--- config.mk ---
export PLATFORM = sky130hd
export DESIGN_NAME = ysyx_220053_id_stage_flat
export DESIGN_NICKNAME = d
export VERILOG_FILES = /design/src/rtl/ysyx_220053_id_stage_if.sv /design/src/rtl/ysyx_220053_id_stage.sv /design/src/flat_wrapper.sv
export SDC_FILE = /design/constraint.sdc
export NUM_CORES = 1
export LEC_CHECK = 0
export CORE_MARGIN = 4
export CORE_UTILIZATION = 30
export DETAILED_ROUTE_END_ITERATION = 10
export HOLD_SLACK_MARGIN = 0.12
export PLACE_DENSITY_LB_ADDON = 0.05
export SLEW_MARGIN = 20
export SYNTH_ARGS = -nofsm -noshare
export SYNTH_HDL_FRONTEND = slang
export SYNTH_SLANG_ARGS = --single-unit
export TNS_END_PERCENT = 10
--- constraint.sdc ---
create_clock -name clk -period 3.9 [get_ports clk]
set_input_delay 0.585 -clock clk [delete_from_list [all_inputs] [get_ports clk]]
set_output_delay 0.585 -clock clk [all_outputs]
set_load 0.01 [all_outputs]
--- src/rtl/ysyx_220053_id_stage_if.sv ---
// Fetch / execute / writeback bundle around the ysyx_220053 decode stage.
// slave is the decode stage's view; master is the surrounding pipeline's view.
interface ysyx_220053_id_stage_if #(
  parameter int XLEN  = 64,
  parameter int DEPTH = 4
);
  logic                       if_valid;
  logic                       if_ready;
  logic [XLEN-1:0]            if_pc;
  logic [31:0]                if_instr;
  logic                       id_valid;
  logic                       id_ready;
  logic [XLEN-1:0]            id_pc;
  logic [31:0]                id_instr;
  logic [4:0]                 id_rd;
  logic [4:0]                 id_rs1;
  logic [4:0]                 id_rs2;
  logic [XLEN-1:0]            id_imm;
  logic                       id_wen;
  logic                       id_ecall;
  logic [11:0]                id_csr_id;
  logic                       wb_valid;
  logic [4:0]                 wb_rd;
  logic                       flush;
  logic [$clog2(DEPTH+1)-1:0] occupancy;

  modport slave (
    input  if_valid, if_pc, if_instr, id_ready, wb_valid, wb_rd, flush,
    output if_ready, id_valid, id_pc, id_instr, id_rd, id_rs1, id_rs2,
           id_imm, id_wen, id_ecall, id_csr_id, occupancy
  );

  modport master (
    output if_valid, if_pc, if_instr, id_ready, wb_valid, wb_rd, flush,
    input  if_ready, id_valid, id_pc, id_instr, id_rd, id_rs1, id_rs2,
           id_imm, id_wen, id_ecall, id_csr_id, occupancy
  );
endinterface

--- src/rtl/ysyx_220053_id_stage.sv ---
// ysyx_220053 decode stage: fetch queue, field decode, RAW scoreboard and issue register.

// Generic circular FIFO with a peekable head; rst or flush empties it in one cycle.
// Latency: an entry pushed at edge N is visible on head_dat after edge N.
// Backpressure: caller must not push when full nor pop when empty.
module ysyx_220053_id_fifo #(
  parameter int WIDTH = 8,
  parameter int DEPTH = 4
) (
  input  logic                       clk,
  input  logic                       rst,
  input  logic                       flush,
  input  logic                       push,
  input  logic [WIDTH-1:0]           push_dat,
  input  logic                       pop,
  output logic [WIDTH-1:0]           head_dat,
  output logic [$clog2(DEPTH+1)-1:0] count,
  output logic                       full,
  output logic                       empty
);
  localparam int AW = $clog2(DEPTH);
  localparam int CW = $clog2(DEPTH + 1);

  logic [WIDTH-1:0] mem [DEPTH];
  logic [AW-1:0]    wr_ptr;
  logic [AW-1:0]    rd_ptr;

  // Power-of-two depth lets the pointers wrap by plain overflow.
  always_ff @(posedge clk) begin
    if (rst || flush) begin
      wr_ptr <= '0;
      rd_ptr <= '0;
      count  <= '0;
    end else begin
      if (push) wr_ptr <= wr_ptr + AW'(1);
      if (pop)  rd_ptr <= rd_ptr + AW'(1);
      count <= count + CW'(push) - CW'(pop);
    end
  end

  always_ff @(posedge clk) begin
    if (push) mem[wr_ptr] <= push_dat;
  end

  assign head_dat = mem[rd_ptr];
  assign full     = (count == CW'(DEPTH));
  assign empty    = (count == '0);
endmodule

// Decode stage: queues fetched instructions, decodes the head, issues it when free of RAW hazards.
// Latency: enqueue at edge N, earliest issue at edge N+1; one instruction per cycle sustained.
// Backpressure: if_ready low when the queue is full, during flush or reset; outputs hold while id_ready is low.
module ysyx_220053_id_stage #(
  parameter int XLEN  = 64,
  parameter int DEPTH = 4
) (
  input logic                   clk,
  input logic                   rst,
  ysyx_220053_id_stage_if.slave bus
);
  localparam int CW = $clog2(DEPTH + 1);

  localparam logic [6:0] OP_LUI    = 7'b0110111;
  localparam logic [6:0] OP_AUIPC  = 7'b0010111;
  localparam logic [6:0] OP_JAL    = 7'b1101111;
  localparam logic [6:0] OP_JALR   = 7'b1100111;
  localparam logic [6:0] OP_LOAD   = 7'b0000011;
  localparam logic [6:0] OP_IMM    = 7'b0010011;
  localparam logic [6:0] OP_IMM32  = 7'b0011011;
  localparam logic [6:0] OP_SYSTEM = 7'b1110011;
  localparam logic [6:0] OP_BRANCH = 7'b1100011;
  localparam logic [6:0] OP_STORE  = 7'b0100011;
  localparam logic [6:0] OP_REG    = 7'b0110011;
  localparam logic [6:0] OP_REG32  = 7'b0111011;

  typedef struct packed {
    logic [XLEN-1:0] pc;
    logic [31:0]     instr;
  } entry_t;

  typedef struct packed {
    logic [4:0]      rd;
    logic [4:0]      rs1;
    logic [4:0]      rs2;
    logic [XLEN-1:0] imm;
    logic            wen;
    logic            ecall;
    logic            use_rs1;
    logic            use_rs2;
    logic [11:0]     csr_id;
  } dec_t;

  function automatic dec_t decode(input logic [31:0] ins);
    dec_t       d;
    logic [6:0] op;
    op       = ins[6:0];
    d        = '0;
    d.ecall  = (ins == 32'h0000_0073);
    d.rd     = ins[11:7];
    d.rs1    = d.ecall ? 5'd17 : ins[19:15];
    d.rs2    = ins[24:20];
    d.csr_id = d.ecall ? 12'h342 : ins[31:20];
    d.wen    = (ins[11:7] != 5'd0) && (op != OP_BRANCH) && (op != OP_STORE) &&
               !((op == OP_SYSTEM) && (ins[14:12] == 3'd0));
    case (op)
      OP_LUI, OP_AUIPC: begin
        d.imm = XLEN'($signed({ins[31:12], 12'b0}));
      end
      OP_JAL: begin
        d.imm = XLEN'($signed({ins[31], ins[19:12], ins[20], ins[30:21], 1'b0}));
      end
      OP_JALR, OP_LOAD, OP_IMM, OP_IMM32, OP_SYSTEM: begin
        d.imm     = XLEN'($signed(ins[31:20]));
        d.use_rs1 = 1'b1;
      end
      OP_BRANCH: begin
        d.imm     = XLEN'($signed({ins[31], ins[7], ins[30:25], ins[11:8], 1'b0}));
        d.use_rs1 = 1'b1;
        d.use_rs2 = 1'b1;
      end
      OP_STORE: begin
        d.imm     = XLEN'($signed({ins[31:25], ins[11:7]}));
        d.use_rs1 = 1'b1;
        d.use_rs2 = 1'b1;
      end
      OP_REG, OP_REG32: begin
        d.use_rs1 = 1'b1;
        d.use_rs2 = 1'b1;
      end
      default: d.imm = '0;
    endcase
    return d;
  endfunction

  entry_t          in_ent;
  entry_t          head;
  dec_t            hd;
  logic            if_ready;
  logic            enq;
  logic            issue;
  logic            hazard;
  logic            fifo_full;
  logic            fifo_empty;
  logic [CW-1:0]   count;
  logic [31:0]     pend;
  logic [31:0]     set_mask;
  logic [31:0]     clr_mask;

  logic            id_valid_q;
  logic [XLEN-1:0] id_pc_q;
  logic [31:0]     id_instr_q;
  logic [4:0]      id_rd_q;
  logic [4:0]      id_rs1_q;
  logic [4:0]      id_rs2_q;
  logic [XLEN-1:0] id_imm_q;
  logic            id_wen_q;
  logic            id_ecall_q;
  logic [11:0]     id_csr_q;

  assign in_ent.pc    = bus.if_pc;
  assign in_ent.instr = bus.if_instr;
  assign if_ready     = !fifo_full && !bus.flush && !rst;
  assign enq          = bus.if_valid && if_ready;

  ysyx_220053_id_fifo #(
    .WIDTH ($bits(entry_t)),
    .DEPTH (DEPTH)
  ) u_queue (
    .clk      (clk),
    .rst      (rst),
    .flush    (bus.flush),
    .push     (enq),
    .push_dat (in_ent),
    .pop      (issue),
    .head_dat (head),
    .count    (count),
    .full     (fifo_full),
    .empty    (fifo_empty)
  );

  // A retiring writeback releases its register in the same cycle it is checked.
  always_comb begin
    hd       = decode(head.instr);
    clr_mask = bus.wb_valid ? (32'd1 << bus.wb_rd) : 32'd0;
    hazard   = (hd.use_rs1 && (hd.rs1 != 5'd0) && pend[hd.rs1] && !clr_mask[hd.rs1]) ||
               (hd.use_rs2 && (hd.rs2 != 5'd0) && pend[hd.rs2] && !clr_mask[hd.rs2]);
    issue    = !fifo_empty && (!id_valid_q || bus.id_ready) && !hazard && !bus.flush;
    set_mask = (issue && hd.wen) ? (32'd1 << hd.rd) : 32'd0;
  end

  // Flush leaves pending bits alone: older writes already in flight still retire.
  always_ff @(posedge clk) begin
    if (rst) pend <= '0;
    else     pend <= ((pend & ~clr_mask) | set_mask) & ~32'd1;
  end

  always_ff @(posedge clk) begin
    if (rst) begin
      id_valid_q <= 1'b0;
      id_pc_q    <= '0;
      id_instr_q <= '0;
      id_rd_q    <= '0;
      id_rs1_q   <= '0;
      id_rs2_q   <= '0;
      id_imm_q   <= '0;
      id_wen_q   <= 1'b0;
      id_ecall_q <= 1'b0;
      id_csr_q   <= '0;
    end else if (bus.flush) begin
      id_valid_q <= 1'b0;
    end else if (issue) begin
      id_valid_q <= 1'b1;
      id_pc_q    <= head.pc;
      id_instr_q <= head.instr;
      id_rd_q    <= hd.rd;
      id_rs1_q   <= hd.rs1;
      id_rs2_q   <= hd.rs2;
      id_imm_q   <= hd.imm;
      id_wen_q   <= hd.wen;
      id_ecall_q <= hd.ecall;
      id_csr_q   <= hd.csr_id;
    end else if (bus.id_ready) begin
      id_valid_q <= 1'b0;
    end
  end

  assign bus.if_ready  = if_ready;
  assign bus.id_valid  = id_valid_q;
  assign bus.id_pc     = id_pc_q;
  assign bus.id_instr  = id_instr_q;
  assign bus.id_rd     = id_rd_q;
  assign bus.id_rs1    = id_rs1_q;
  assign bus.id_rs2    = id_rs2_q;
  assign bus.id_imm    = id_imm_q;
  assign bus.id_wen    = id_wen_q;
  assign bus.id_ecall  = id_ecall_q;
  assign bus.id_csr_id = id_csr_q;
  assign bus.occupancy = count;
endmodule

--- src/flat_wrapper.sv ---
// flat-port wrapper written by rule: the top's interface ports become plain ports
module ysyx_220053_id_stage_flat 
#(
  parameter int XLEN  = 64,
  parameter int DEPTH = 4
)
  (clk, rst, bus_if_valid, bus_if_pc, bus_if_instr, bus_id_ready, bus_wb_valid, bus_wb_rd, bus_flush, bus_if_ready, bus_id_valid, bus_id_pc, bus_id_instr, bus_id_rd, bus_id_rs1, bus_id_rs2, bus_id_imm, bus_id_wen, bus_id_ecall, bus_id_csr_id, bus_occupancy);
  ysyx_220053_id_stage_if #(.XLEN(XLEN), .DEPTH(DEPTH)) bus_i ();
  input logic clk;
  input logic rst;
  input wire logic [$bits(bus_i.if_valid)-1:0] bus_if_valid;
  input wire logic [$bits(bus_i.if_pc)-1:0] bus_if_pc;
  input wire logic [$bits(bus_i.if_instr)-1:0] bus_if_instr;
  input wire logic [$bits(bus_i.id_ready)-1:0] bus_id_ready;
  input wire logic [$bits(bus_i.wb_valid)-1:0] bus_wb_valid;
  input wire logic [$bits(bus_i.wb_rd)-1:0] bus_wb_rd;
  input wire logic [$bits(bus_i.flush)-1:0] bus_flush;
  output wire logic [$bits(bus_i.if_ready)-1:0] bus_if_ready;
  output wire logic [$bits(bus_i.id_valid)-1:0] bus_id_valid;
  output wire logic [$bits(bus_i.id_pc)-1:0] bus_id_pc;
  output wire logic [$bits(bus_i.id_instr)-1:0] bus_id_instr;
  output wire logic [$bits(bus_i.id_rd)-1:0] bus_id_rd;
  output wire logic [$bits(bus_i.id_rs1)-1:0] bus_id_rs1;
  output wire logic [$bits(bus_i.id_rs2)-1:0] bus_id_rs2;
  output wire logic [$bits(bus_i.id_imm)-1:0] bus_id_imm;
  output wire logic [$bits(bus_i.id_wen)-1:0] bus_id_wen;
  output wire logic [$bits(bus_i.id_ecall)-1:0] bus_id_ecall;
  output wire logic [$bits(bus_i.id_csr_id)-1:0] bus_id_csr_id;
  output wire logic [$bits(bus_i.occupancy)-1:0] bus_occupancy;
  assign bus_i.if_valid = bus_if_valid;
  assign bus_i.if_pc = bus_if_pc;
  assign bus_i.if_instr = bus_if_instr;
  assign bus_i.id_ready = bus_id_ready;
  assign bus_i.wb_valid = bus_wb_valid;
  assign bus_i.wb_rd = bus_wb_rd;
  assign bus_i.flush = bus_flush;
  assign bus_if_ready = bus_i.if_ready;
  assign bus_id_valid = bus_i.id_valid;
  assign bus_id_pc = bus_i.id_pc;
  assign bus_id_instr = bus_i.id_instr;
  assign bus_id_rd = bus_i.id_rd;
  assign bus_id_rs1 = bus_i.id_rs1;
  assign bus_id_rs2 = bus_i.id_rs2;
  assign bus_id_imm = bus_i.id_imm;
  assign bus_id_wen = bus_i.id_wen;
  assign bus_id_ecall = bus_i.id_ecall;
  assign bus_id_csr_id = bus_i.id_csr_id;
  assign bus_occupancy = bus_i.occupancy;
  ysyx_220053_id_stage #(.XLEN(XLEN), .DEPTH(DEPTH)) u_core (.clk(clk), .rst(rst), .bus(bus_i));
endmodule
==> impl_metrics.env <==
export IMPL_worstSkewPairLatency_ps=600
export IMPL_synth_commonest_cells="384 x edfxtp_1, 188 x dfxtp_1, 152 x o21ai_0, 128 x a21oi_1, 98 x mux4_2"
export IMPL_port_buffers=300
export IMPL_setup_viol=45
export IMPL_netlist_area_um2=22800
export IMPL_htree_levels=3
export IMPL_synthMostInstantiatedCell="edfxtp_1"
export IMPL_finalCriticalPeriod_ps=4190
export IMPL_async_reset_ff_frac=0
export IMPL_setup_tns_ps=-1300
export IMPL_cp_required_ps=4380
export IMPL_ys_warn_count=0
export IMPL_nets=2132
export IMPL_dp_hpwl_um=48800
export IMPL_grt_ovfl_total=0
export IMPL_first_pass_iters=5
export IMPL_worst_slew_pin_slew_ps=1220
export IMPL_root_buffer="clkbuf_16"
export IMPL_dp_slack_ps=-802
export IMPL_finalHoldViolCount=0
export IMPL_antenna_found_initial=7
export IMPL_ys_top_cells_by_area="edfxtp_1 50%, dfxtp_1 16%, mux4_2 9.7%"
export IMPL_core_um2=74900
export IMPL_critical_path_peak_fanout=7
export IMPL_gp_congestion=0.813
export IMPL_power_density_nw_per_um2=446
export IMPL_synth_top_cell_area_share=0.505
export IMPL_slew_headroom=0.188
export IMPL_grt_max_degree=203
export IMPL_fp_dieArea_um2=80600
export IMPL_rsz0062_at_grt="yes"
export IMPL_synth_edf_count=384
export IMPL_cts_sinks=572
export IMPL_fmax_ghz=0.239
export IMPL_crit_type="flip-flop to flip-flop"
export IMPL_min_path_type="input port to flip-flop"
export IMPL_grt_usage=0.184
export IMPL_drtAntennaViolNets=0
export IMPL_drc_errors=0
export IMPL_ir_worst_vdd_v=0.000251
export IMPL_grt_pass1_wl_um=111000
export IMPL_io_pins=301
export IMPL_numCtsBuffers=68
export IMPL_p_leak_nw=10.0
export IMPL_maxCapViolations=0
export IMPL_grt_pass1_vias=15700
export IMPL_slew_viol_final=0
export IMPL_synth_nets=1700
export IMPL_cts_buffer_depth=3
export IMPL_fin_area_um2=31200
export IMPL_drt_initial_drc_count=1074
export IMPL_fp_row_count=100
export IMPL_placed_cell_area_um2=27900
export IMPL_status="complete, but fails checks"
export IMPL_dieHeight_um=284
export IMPL_yosysTopAreaCell="edfxtp_1"
export IMPL_cp_arrival_ps=4670
export IMPL_yosysUniqueCellTypes=74
export IMPL_wirelength_um=77600
export IMPL_die_w_um=284
export IMPL_start_util=0.305
export IMPL_fin_worst_skew_ps=19.7
export IMPL_fin_ws_ps=-291
export IMPL_cts_tree="done"
export IMPL_synth_flop_cell="edfxtp_1"
export IMPL_vias=15500
export IMPL_final_layout_size_suffix_gt1_frac=0.255
export IMPL_p_total_mw=13.9
export IMPL_cts_clk_slew_worst_paths_ps=60
export IMPL_yosysSeqAreaShare=0.670
export IMPL_via_per_inst=5.09
export IMPL_synth_seq_cells=572
export IMPL_post_route_period_util=1.07
export IMPL_synth_cells=1586
export IMPL_startpoint_type="flip-flop"
export IMPL_areaGrowthSynthToFinish_pct=36.7
export IMPL_violations="setup timing"
export IMPL_synth_avg_cell_area_um2=14.4
export IMPL_end_kind="flip-flop"
export IMPL_wl_per_cell_um=25.5
## worst max-delay path, stage by stage (launching register included)
cell	delay [ps]
dfxtp_4	410
buf_4	210
mux4_2	540
nor4_1	600
and4_1	320
buf_6	130
mux2i_2	210
a32oi_2	90
a21o_4	270
nand2_4	80
inv_4	40
ha_4	250
inv_2	40
ha_4	150
fa_2	370
xnor2_2	170
xnor2_1	130
nor2_1	50
## layout make-up
type	count	area [um^2]
diodes	2	5.00
clock buffers	93	1910
clock inverters	32	317
fillers	6934	43700
inverters	25	103
multi-input cells	825	6990
flip-flops and latches	572	15300
well taps	969	1210
repair buffers	526	5380
## repair_timing
item / CTS / global route
buffers inserted: 8 / 24
resized for setup: 32 / 84
cloned: 3 / 7
hold buffers: 0 / 0
setup endpoints to repair: 152 / 163
pin swaps: 13 / 34
## per-layer routing
layer / vias up / part of all wire / GRT usage
li1: 6996 / - / -
met1: 7934 / 0.43 / 0.244
met2: 444 / 0.49 / 0.309
met3: 102 / 0.059 / 0.0367
met4: 8 / 0.021 / 0.0468
met5: - / 0.00064 / 0
## kinds of logic after synthesis
logic type	count (synthesis)	synth area share
DFF	572	0.670
AOI/OAI and AO/OA	402	0.104
and+or+nand+nor	288	0.0694
buffers and inverters	189	0.0428
muxes	121	0.107
xor gates and xnor gates	7	0.00301
adders and majority gates	7	0.00416
## power by group
| part | switching, mW | internal, mW |
|---|---|---|
| sequential | 0.0559 | 6.56 |
| clock | 2.55 | 3.78 |
| combinational | 0.508 | 0.460 |
## final timing paths
kind                                               from                        to  slack, ps  depth (start not counted)
worst max register to register                flip-flop   u_core.u_queue.count[2]       -290                         17
worst min-delay path                                rst  u_core.u_queue.wr_ptr[0]        370                          3
worst min register to register  u_core.bus.id_csr_id[2]   u_core.bus.id_csr_id[2]        470                          2
worst max-delay path                          flip-flop   u_core.u_queue.count[2]       -290                         17
## stage by stage
step,std cells,util,hold WS [ps]
2_1_floorplan,1586,-,460
3_3_place_gp,2876,0.372,461
3_5_place_dp,2876,0.372,464
4_1_cts,3012,0.406,333
5_1_grt,3042,0.417,391
6_report,3044,0.417,373
## layout by cell type (no fill, tap or decap), types with 15 or more instances in the layout
| cell | n |
|---|---|
| o22ai_1 | 24 |
| nand2_1 | 34 |
| clkdlybuf4s50_1 | 299 |
| a21oi_2 | 15 |
| nand3_1 | 91 |
| nand2b_1 | 29 |
| buf_12 | 31 |
| mux2i_1 | 18 |
| o21ai_0 | 146 |
| inv_1 | 21 |
| a21oi_1 | 113 |
| o21ai_1 | 15 |
| nor2_1 | 25 |
| buf_6 | 15 |
| buf_4 | 168 |
| clkbuf_1 | 16 |
| mux4_2 | 98 |
| a211oi_2 | 16 |
| clkbuf_16 | 77 |
| dfxtp_1 | 185 |
| edfxtp_1 | 384 |
| a211oi_1 | 21 |
| nor2b_1 | 19 |
## flip-flops by register name (all words and copies together), names as in the netlist, named ones only
name	flops
u_core.u_queue.count	3
u_core.u_queue.wr_ptr	2
u_core.bus.id_rs1	5
u_core.u_queue.mem	384
u_core.u_queue.rd_ptr	2
u_core.bus.id_wen	1
u_core.bus.id_rd	4
u_core.pend	31
u_core.bus.id_instr	24
u_core.bus.id_imm	32
u_core.bus.id_ecall	1
u_core.bus.id_pc	64
u_core.bus.id_csr_id	12
u_core.bus.id_valid	1
u_core.bus.id_rs2	4
Power figures use the tool's default switching activity.
